## config.mk

```make
export PLATFORM = sky130hd
export DESIGN_NAME = decode_execute_reg
export DESIGN_NICKNAME = d
export VERILOG_FILES = /design/src/rtl/decode_execute_reg.sv
export SDC_FILE = /design/constraint.sdc
export NUM_CORES = 1
export LEC_CHECK = 0
export ABC_AREA = 1
export ABC_CLOCK_PERIOD_IN_PS = 800
export CAP_MARGIN = 5
export CORE_ASPECT_RATIO = 0.75
export CORE_MARGIN = 4
export CORE_UTILIZATION = 42
export CTS_BUF_LIST = sky130_fd_sc_hd__clkbuf_2 sky130_fd_sc_hd__clkbuf_4 sky130_fd_sc_hd__clkbuf_8
export DETAILED_ROUTE_END_ITERATION = 8
export PLACE_DENSITY = 0.9
export SLEW_MARGIN = 10
export SYNTH_ARGS = -nofsm -noshare
export SYNTH_HDL_FRONTEND = slang
export SYNTH_SLANG_ARGS = --single-unit
export TNS_END_PERCENT = 20
```

## constraint.sdc

```tcl
create_clock -name clk -period 0.8 [get_ports clk]
set_input_delay 0.16 -clock clk [delete_from_list [all_inputs] [get_ports clk]]
set_output_delay 0.16 -clock clk [all_outputs]
set_load 0.02 [all_outputs]
```

## src/rtl/decode_execute_reg.sv

```systemverilog
// Decode->Execute pipeline register with hold/flush/stall bubble insertion.
// Optional perf counters are built in when DE_PERF_CNT_EN is defined.
module decode_execute_reg #(
  parameter int XLEN       = 32,
  parameter int ALU_CTRL_W = 4,
  parameter int CNT_W      = 16
) (
  input  logic                  clk,
  input  logic                  rst_n,
  input  logic                  hold,
  input  logic                  stall,
  input  logic                  flush_e,
  input  logic                  valid_d,
  input  logic [4:0]            rs1_d,
  input  logic [4:0]            rs2_d,
  input  logic [4:0]            rd_d,
  input  logic [XLEN-1:0]       rd1_d,
  input  logic [XLEN-1:0]       rd2_d,
  input  logic [XLEN-1:0]       imm_ext_d,
  input  logic [XLEN-1:0]       pc_d,
  input  logic [XLEN-1:0]       pc_plus4_d,
  input  logic                  reg_write_d,
  input  logic                  mem_write_d,
  input  logic                  mem_read_d,
  input  logic                  jump_d,
  input  logic                  branch_d,
  input  logic                  alu_src_d,
  input  logic [1:0]            result_src_d,
  input  logic [ALU_CTRL_W-1:0] alu_control_d,
  output logic                  valid_e,
  output logic [4:0]            rs1_e,
  output logic [4:0]            rs2_e,
  output logic [4:0]            rd_e,
  output logic [XLEN-1:0]       rd1_e,
  output logic [XLEN-1:0]       rd2_e,
  output logic [XLEN-1:0]       imm_ext_e,
  output logic [XLEN-1:0]       pc_e,
  output logic [XLEN-1:0]       pc_plus4_e,
  output logic                  reg_write_e,
  output logic                  mem_write_e,
  output logic                  mem_read_e,
  output logic                  jump_e,
  output logic                  branch_e,
  output logic                  alu_src_e,
  output logic [1:0]            result_src_e,
  output logic [ALU_CTRL_W-1:0] alu_control_e,
  output logic                  en_fd
`ifdef DE_PERF_CNT_EN
  ,
  output logic [CNT_W-1:0]      bubble_cnt,
  output logic [CNT_W-1:0]      flush_cnt
`endif
);

  typedef struct packed {
    logic                  valid;
    logic [4:0]            rs1;
    logic [4:0]            rs2;
    logic [4:0]            rd;
    logic [XLEN-1:0]       rd1;
    logic [XLEN-1:0]       rd2;
    logic [XLEN-1:0]       imm;
    logic [XLEN-1:0]       pc;
    logic [XLEN-1:0]       pc_plus4;
    logic                  reg_write;
    logic                  mem_write;
    logic                  mem_read;
    logic                  jump;
    logic                  branch;
    logic                  alu_src;
    logic [1:0]            result_src;
    logic [ALU_CTRL_W-1:0] alu_control;
  } ex_t;

  ex_t ex_q, ex_d, ex_load;

  always_comb begin
    ex_load             = '0;
    ex_load.valid       = valid_d;
    ex_load.rd1         = rd1_d;
    ex_load.rd2         = rd2_d;
    ex_load.imm         = imm_ext_d;
    ex_load.pc          = pc_d;
    ex_load.pc_plus4    = pc_plus4_d;
    // An invalid slot keeps pc/data but carries no indices or controls,
    // so it can never trigger a write, forward or load-use stall.
    if (valid_d) begin
      ex_load.rs1         = rs1_d;
      ex_load.rs2         = rs2_d;
      ex_load.rd          = rd_d;
      ex_load.reg_write   = reg_write_d;
      ex_load.mem_write   = mem_write_d;
      ex_load.mem_read    = mem_read_d;
      ex_load.jump        = jump_d;
      ex_load.branch      = branch_d;
      ex_load.alu_src     = alu_src_d;
      ex_load.result_src  = result_src_d;
      ex_load.alu_control = alu_control_d;
    end

    ex_d = ex_q;
    if (hold) begin
      ex_d = ex_q;
    end else if (flush_e || stall) begin
      ex_d = '0;
    end else begin
      ex_d = ex_load;
    end
  end

  always_ff @(posedge clk or negedge rst_n) begin
    if (!rst_n) begin
      ex_q <= '0;
    end else begin
      ex_q <= ex_d;
    end
  end

  // Flush overrides stall: F/D must advance to fetch the branch target.
  assign en_fd = ~hold & (flush_e | ~stall);

  assign valid_e       = ex_q.valid;
  assign rs1_e         = ex_q.rs1;
  assign rs2_e         = ex_q.rs2;
  assign rd_e          = ex_q.rd;
  assign rd1_e         = ex_q.rd1;
  assign rd2_e         = ex_q.rd2;
  assign imm_ext_e     = ex_q.imm;
  assign pc_e          = ex_q.pc;
  assign pc_plus4_e    = ex_q.pc_plus4;
  assign reg_write_e   = ex_q.reg_write;
  assign mem_write_e   = ex_q.mem_write;
  assign mem_read_e    = ex_q.mem_read;
  assign jump_e        = ex_q.jump;
  assign branch_e      = ex_q.branch;
  assign alu_src_e     = ex_q.alu_src;
  assign result_src_e  = ex_q.result_src;
  assign alu_control_e = ex_q.alu_control;

`ifdef DE_PERF_CNT_EN
  logic [CNT_W-1:0] bubble_cnt_q, bubble_cnt_d;
  logic [CNT_W-1:0] flush_cnt_q, flush_cnt_d;

  always_comb begin
    bubble_cnt_d = bubble_cnt_q;
    flush_cnt_d  = flush_cnt_q;
    if (!hold && stall && !flush_e && (bubble_cnt_q != '1)) begin
      bubble_cnt_d = bubble_cnt_q + 1'b1;
    end
    if (!hold && flush_e && (flush_cnt_q != '1)) begin
      flush_cnt_d = flush_cnt_q + 1'b1;
    end
  end

  always_ff @(posedge clk or negedge rst_n) begin
    if (!rst_n) begin
      bubble_cnt_q <= '0;
      flush_cnt_q  <= '0;
    end else begin
      bubble_cnt_q <= bubble_cnt_d;
      flush_cnt_q  <= flush_cnt_d;
    end
  end

  assign bubble_cnt = bubble_cnt_q;
  assign flush_cnt  = flush_cnt_q;
`endif

endmodule

```

# Word-level counts from Yosys, hierarchy flattened

Index checks and enable logic that the tools add are counted.

Flip-flop bits (word level): 188
Input bits: 193
Output and inout bits: 189
Logic and storage cells: 25

Mux-type cells: 3
Bitwise logic cells: 4
Reductions and logical operators: 1

Operator list:

| kind                | count |
|---|---|
| 188-bit two-way mux | 1 |
| 15-bit two-way mux  | 1 |
| 12-bit two-way mux  | 1 |
| 1-bit NOT           | 2 |
| 1-bit AND           | 1 |
| 1-bit logical OR    | 1 |
| 1-bit bitwise OR    | 1 |

# Longest topological paths before layout

Gate-level depths: netlist of run 1.

Depth in word-level cells: 3
Gate-level depth with buffers: 6

# Worst setup path after synthesis of run 1

OpenSTA, ideal clock, no wires.

Path kind: input to output
Start: input port hold
End: output port en_fd
Data arrival time: 0.867 ns
Data required time: 0.640 ns
Setup slack: -0.227 ns
Cell stages on the path: 3
Path buffers: 2
Cells stage by stage: buf_4 > clkbuf_1 > a21oi_1

Cells in the longest elaborated chain, start to end: 2

RTL lines:

| what               | RTL line | text |
|---|---|---|
| start: declaration | 10       | `input logic hold,` |
| 1-bit NOT          | 120      | `assign en_fd = ~hold & (flush_e \| ~stall);` |
| 1-bit AND          | 120      |  |
| end: declaration   | 47       | `output logic en_fd` |

Every way passes these cells.

# Worst setup path in the final report of run 1

Start: register ex_q (netlist bit rd2_e[11])
End: output port rd2_e[11]

RTL lines:

| what                     | RTL line | text |
|---|---|---|
| start: declaration       | 75       | `ex_t ex_q, ex_d, ex_load;` |
| start signal: assignment | 113      | `ex_q <= '0;` |
| start signal: assignment | 115      | `ex_q <= ex_d;` |
| end: declaration         | 35       | `output logic [XLEN-1:0] rd2_e,` |

No word-level cell between the ends.

==> qor.csv, run 1 <==
metric;value;unit
endpoints failing setup;199;
layout cell share with drive strength beyond 1;0.257;
Final min period;1.21;ns
Worst Skew;0;ns
power share of the clock group;0.294;
kind of cell adding the most delay to the critical path;flip-flops;
Syn Inst Count;874;
Die X;164;um
failing checks;negative setup slack;
IO Pins;382;
Cell Rows;42;
Critical Path End;rd2_e[11];
Clock Pin Slew Worst Setup and Hold Paths;0.12;ns
power density over the cells;1650;nW/um2
reg-to-reg critical path startpoint;rd2_e[31]$_DFFE_PN0N_;
Slowest-stage cell, CP;dfrtp_1;
Num CTS Buffers;17;
commonest non-fill, non-tap cell in the layout;nand2_1;
area occupied by multi-input gates;2500;um2
nets;1509;
RSZ-0062 raised after global routing;true;
WL final;28.7;mm
Unique masters post-synth;13;
slowest stage delay, CP;0.44;ns
WP buf/inv;1;
Fin Hold WS;0.0727;ns
path type of the worst setup path;flop to output pin;
crit path DAT;1.05;ns
Slew headroom;0.795;
initial antenna violation count;1;
CTS tree;done;
Overflow after GRT;0;
Tcrit/Tclk final;1.52;
CP Depth;1;
Clock Latency Late Sink;0.46;ns
Worst Path Max Fanout;2;
total global-route track usage;0.259;
RD Place Congestion;0.860;
WP data required;0.64;ns
largest net degree at the start of global routing;65;
IO Port Bufs;381;
Pre-Repair DR Iteration Count;5;
iteration-0 DRC count of the detailed router;719;
R2R depth;4;
Max Clock Freq;0.825;GHz
outcome;finished with violations;
overall power;21100;uW
CP Launch Type;flop;
global-route wire length before repair;41.7;mm
Detail Route Antenna Nets;0;
HP Class;primary input to async pin;
number of vias per cell;5.04;
DIE HEIGHT;125;um
Int Pwr;14800;uW
Die ar.;20400;um2
combinational share of power;0.215;
Reg power frac;0.491;
register area;4700;um2
Worst Setup SP;rd2_e[11]$_DFFE_PN0N_;
CTS Buffer Depth;2;
Synth top area share;0.617;
sw frac;0.300;
DRC viols;0;
Cell Area, Synth;7630;um2
Clock Root Buffer;clkbuf_8;
Peak VDD IR;0.000997;V
commonest cells after routing, fill and taps aside;395 x nand2_1, 188 x dfrtp_1, 188 x clkdlybuf4s50_1, 187 x nand3_1, 155 x buf_6;
Slew Viols, Final;0;
Initial Utilization;0.431;
synth top area cells;dfrtp_1 62%, nand2_1 20%, nand3_1 12%;
max-cap violations;0;
Yosys reg bits;188;
Crit Reg-Reg Endpoint;rd2_e[31]$_DFFE_PN0N_;
Ys Warns;0;
sequential share of the synthesized area;0.617;
Area growth, synth to finish;68.1;%
FF-to-FF setup slack;-0.11;ns
Post-DP HPWL;19.4;mm
Yosys top cell by area;dfrtp_1;
Leak;0.00708;uW
WL per Instance;18.2;um
setup ws final;-0.412;ns
Fin. Hold Viols;0;
CP endpoint kind;output pin;
vias in the first global route;7744;
Mapped Nets;1067;
H-tree Lvls;4;
measured slew at the worst slew-check pin;0.307;ns
DR vias;7930;
# clock sinks;188;
CP cell instances;buf_6;
switching power total;6330;uW
core area;17700;um2
syn_area_per_cell;8.73;um2
number of fill cells;1176;
-- state kept, by name (all words and copies together) (netlist names), 2 cells and up --
name and cells:
pc_e 32, rd2_e 32, rs2_e 5, rd_e 5, alu_control_e 4, rs1_e 5
rd1_e 32, result_src_e 2, imm_ext_e 32, pc_plus4_e 32
-- cells by family after synthesis --
family | count (synthesis) | share of synthesized area
flops | 188 | 0.617
compound gates | 1 | 0.000656
simple gates | 592 | 0.323
buf+inv | 93 | 0.0594
-- area by class of cell --
| cell class | count | share of cell area |
|---|---|---|
| timing repair buffer | 487 | 0.376 |
| sequential | 188 | 0.367 |
| multi-input combinational | 593 | 0.195 |
| tap | 242 | 0.0236 |
| clock buffer | 19 | 0.0204 |
| clock inverter | 13 | 0.00937 |
| inverter | 29 | 0.00888 |
| antenna | 1 | 0.000195 |
-- what timing repair did --
action                     4_1_cts  5_1_grt
hold buffers                     1        0
hold endpoints to repair       188        0
setup buffers                   26       36
gates cloned                     0        0
gates resized for setup        947      128
pin swaps                        0       13
setup endpoints to repair      376      377
-- synth_stat cells --
cell type  count
a21oi_1        1
dfrtp_1      188
nand3_1      188
nand2_1      403
inv_1         28
clkbuf_1      19
inv_4          1
buf_1          4
nor2_4         1
buf_2         24
buf_6          2
clkbuf_4       2
buf_4         13
-- worst min path at each step --
stage / start / end / slack (ns) / depth (start not counted)
floorplan: rst_n / alu_control_e[0]$_DFFE_PN0N_ / -0.14 / 0
global placement: rst_n / imm_ext_e[17]$_DFFE_PN0N_ / -0.003 / 1
detailed placement: rst_n / imm_ext_e[25]$_DFFE_PN0N_ / -0.003 / 1
CTS: rst_n / imm_ext_e[25]$_DFFE_PN0N_ / 0.04 / 2
global route: hold / pc_plus4_e[10]$_DFFE_PN0N_ / 0.06 / 4
finish: rst_n / imm_ext_e[17]$_DFFE_PN0N_ / 0.07 / 2
-- layer usage --
layer / vias to the layer above / track usage / wire, um
met4: 0 / 0.108 / 1250
met5: - / 0 / 0
met1: 3838 / 0.297 / 10500
met2: 373 / 0.443 / 14400
li1: 3635 / - / -
met3: 84 / 0.0844 / 2530
-- metrics by stage --
step / setup TNS, ns / worst slack, ns / area, um2 / utilization / cells
finish: -69.98 / -0.412 / 12800 / 0.724 / 1572
floorplan: -2.58 / -0.0380 / 7730 / - / 874
CTS: -110.36 / -0.431 / 12200 / 0.687 / 1535
detailed placement: -186.97 / -0.834 / 11900 / 0.674 / 1476
global placement: -176.75 / -0.828 / 11900 / 0.674 / 1476
global route: -80.49 / -0.453 / 12800 / 0.724 / 1571
-- worst register-to-register path: cells and delay by family (launching register included) --
| family | cells | cell delay, ns |
|---|---|---|
| simple gates | 2 | 0.12 |
| buf+inv | 2 | 0.28 |
| flops | 1 | 0.41 |
-- power by group through the flow --
stage / clock network (uW) / logic (uW) / registers [uW]
after floorplan: 0 / 976 / 11100
after global placement: 0 / 4170 / 10400
after detailed placement: 0 / 4260 / 10500
after CTS: 6310 / 4180 / 10300
after global routing: 6680 / 4820 / 10400
final: 6200 / 4540 / 10400
No activity file was read; power rests on OpenSTA's default activity.
==> run 2, diff against run 1 <==
- CAP_MARGIN: 5 -> 30
==> results of run 2 <==
Same layout as run 1: the final DEF is identical, and so are final timing and power.
==> run 3, diff against run 2 <==
- MAX_ROUTING_LAYER: default -> met4
==> qor.csv, run 3 (same netlist as run 1, synthesis figures left out) <==
metric;value;unit;change
outcome;finished with violations;;
failing checks;negative setup slack;;
Detail Route Antenna Nets;0;;unchanged
pre-CTS WS;-0.834;ns;unchanged
measured slew at the worst slew-check pin;0.306;ns;-0.000993 ns
Pre-Repair DR Iteration Count;5;;unchanged
crit path DAT;1.05;ns;about the same
core area;17700;um2;unchanged
Cell Rows;42;;unchanged
number of vias per cell;5.05;;+0.13%
vias in the first global route;7757;;+0.17%
commonest cells after routing, fill and taps aside;395 x nand2_1, 188 x dfrtp_1, 188 x clkdlybuf4s50_1, 187 x nand3_1, 156 x buf_6;;
kind of cell adding the most delay to the critical path;flip-flops;;
largest net degree at the start of global routing;65;;unchanged
layout cell share with drive strength beyond 1;0.257;;unchanged
Clock Latency Late Sink;0.45;ns;about the same
global-route wire length before repair;41.7;mm;about the same
number of fill cells;1176;;unchanged
CP cell instances;buf_6;;
commonest non-fill, non-tap cell in the layout;nand2_1;;
# clock sinks;188;;unchanged
Peak VDD IR;0.00100;V;+0.52%
DIE HEIGHT;125;um;unchanged
RSZ-0062 raised after global routing;true;;
path type of the worst setup path;flop to output pin;;
H-tree Lvls;4;;unchanged
Die ar.;20400;um2;unchanged
Num CTS Buffers;17;;unchanged
Max Clock Freq;0.827;GHz;+0.21%
Worst Skew;0;ns;unchanged
Fin. Hold Viols;0;;unchanged
HP Class;primary input to async pin;;
Slew headroom;0.796;;about the same
register area;4700;um2;unchanged
slowest stage delay, CP;0.44;ns;about the same
Worst Path Max Fanout;2;;unchanged
CTS Buffer Depth;2;;unchanged
Initial Utilization;0.431;;unchanged
Overflow after GRT;0;;unchanged
DR vias;7940;;+0.13%
total global-route track usage;0.266;;+0.00765
overall power;21100;uW;about the same
initial antenna violation count;1;;unchanged
DRC viols;0;;unchanged
Die X;164;um;unchanged
WP data required;0.64;ns;about the same
IO Port Bufs;381;;unchanged
power density over the cells;1650;nW/um2;about the same
Slowest-stage cell, CP;dfrtp_1;;
Slew Viols, Final;0;;unchanged
utilization after layout;0.724;;about the same
RD Place Congestion;0.874;;+1.6%
max-cap violations;0;;unchanged
Tcrit/Tclk final;1.51;;-0.00320
WP buf/inv;1;;unchanged
Final min period;1.21;ns;-0.00256 ns
Post-DP HPWL;19.4;mm;unchanged
WL final;28.7;mm;+0.16%
area occupied by multi-input gates;2500;um2;unchanged
CTS tree;done;;
endpoints failing setup;200;;+0.50%
setup ws final;-0.410;ns;+0.00256 ns
WL per Instance;18.3;um;+0.16%
CP Launch Type;flop;;
IO Pins;382;;unchanged
CP endpoint kind;output pin;;
Leak;0.00708;uW;about the same
iteration-0 DRC count of the detailed router;709;;-1.4%
nets;1509;;unchanged
Clock Pin Slew Worst Setup and Hold Paths;0.11;ns;about the same
Clock Root Buffer;clkbuf_8;;
Area growth, synth to finish;68.2;%;about the same
[run 3: worst paths after layout]
kind / from / endpoint / slack, ns / depth (start not counted)
hold / removal: rst_n / imm_ext_e[17]$_DFFE_PN0N_ / 0.08 / 2
setup / recovery: rd2_e[11]$_DFFE_PN0N_ / rd2_e[11] / -0.41 / 1
min in group clk: hold / pc_plus4_e[10]$_DFFE_PN0N_ / 0.08 / 4
hold reg to reg: rd1_e[31]$_DFFE_PN0N_ / rd1_e[31]$_DFFE_PN0N_ / 0.49 / 2
max in group asynchronous: rst_n / rd2_e[25]$_DFFE_PN0N_ / 0.15 / 3
setup reg to reg: rd2_e[31]$_DFFE_PN0N_ / rd2_e[31]$_DFFE_PN0N_ / -0.10 / 4
[run 3: where the power goes]
group          total [uW]  internal (uW)  switching, uW
sequential          10400           9990            382
combinational        4550           2340           2210
clock                6200           2460           3740
total               21100          14800           6330
[run 3: metal layers]
layer | part of all wire | up-vias | wire length (um) | global-route usage
li1 | - | 3638 | - | -
met1 | 0.36 | 3832 | 10500 | 0.305
met2 | 0.50 | 385 | 14500 | 0.443
met3 | 0.088 | 85 | 2530 | 0.0695
met4 | 0.044 | 0 | 1260 | 0.112
met5 | 0 | - | 0 | -
[run 3: area by class of cell]
type	count	share of cell area
clock inverter	13	0.00936
sequential	188	0.367
antenna	1	0.000195
inverter	29	0.00888
clock buffer	19	0.0204
tap	242	0.0236
timing repair buffer	487	0.376
multi-input combinational	593	0.195
[run 3: per-stage QoR]
stage / hold WS [ns] / TNS, ns / area (um2) / instances
2_1_floorplan: -0.136 / -2.58 / 7730 / 874
3_3_place_gp: -0.00271 / -176.75 / 11900 / 1476
3_5_place_dp: -0.00276 / -186.97 / 11900 / 1476
4_1_cts: 0.0388 / -110.36 / 12200 / 1535
5_1_grt: 0.0683 / -79.50 / 12800 / 1572
6_report: 0.0787 / -69.40 / 12800 / 1572
[run 3: timing repair]
action                     in CTS  in global routing
setup endpoints to repair     376                377
hold endpoints to repair      188                  0
setup buffers                  26                 36
pin swaps                       0                 12
hold buffers                    1                  0
gates resized for setup       947                129
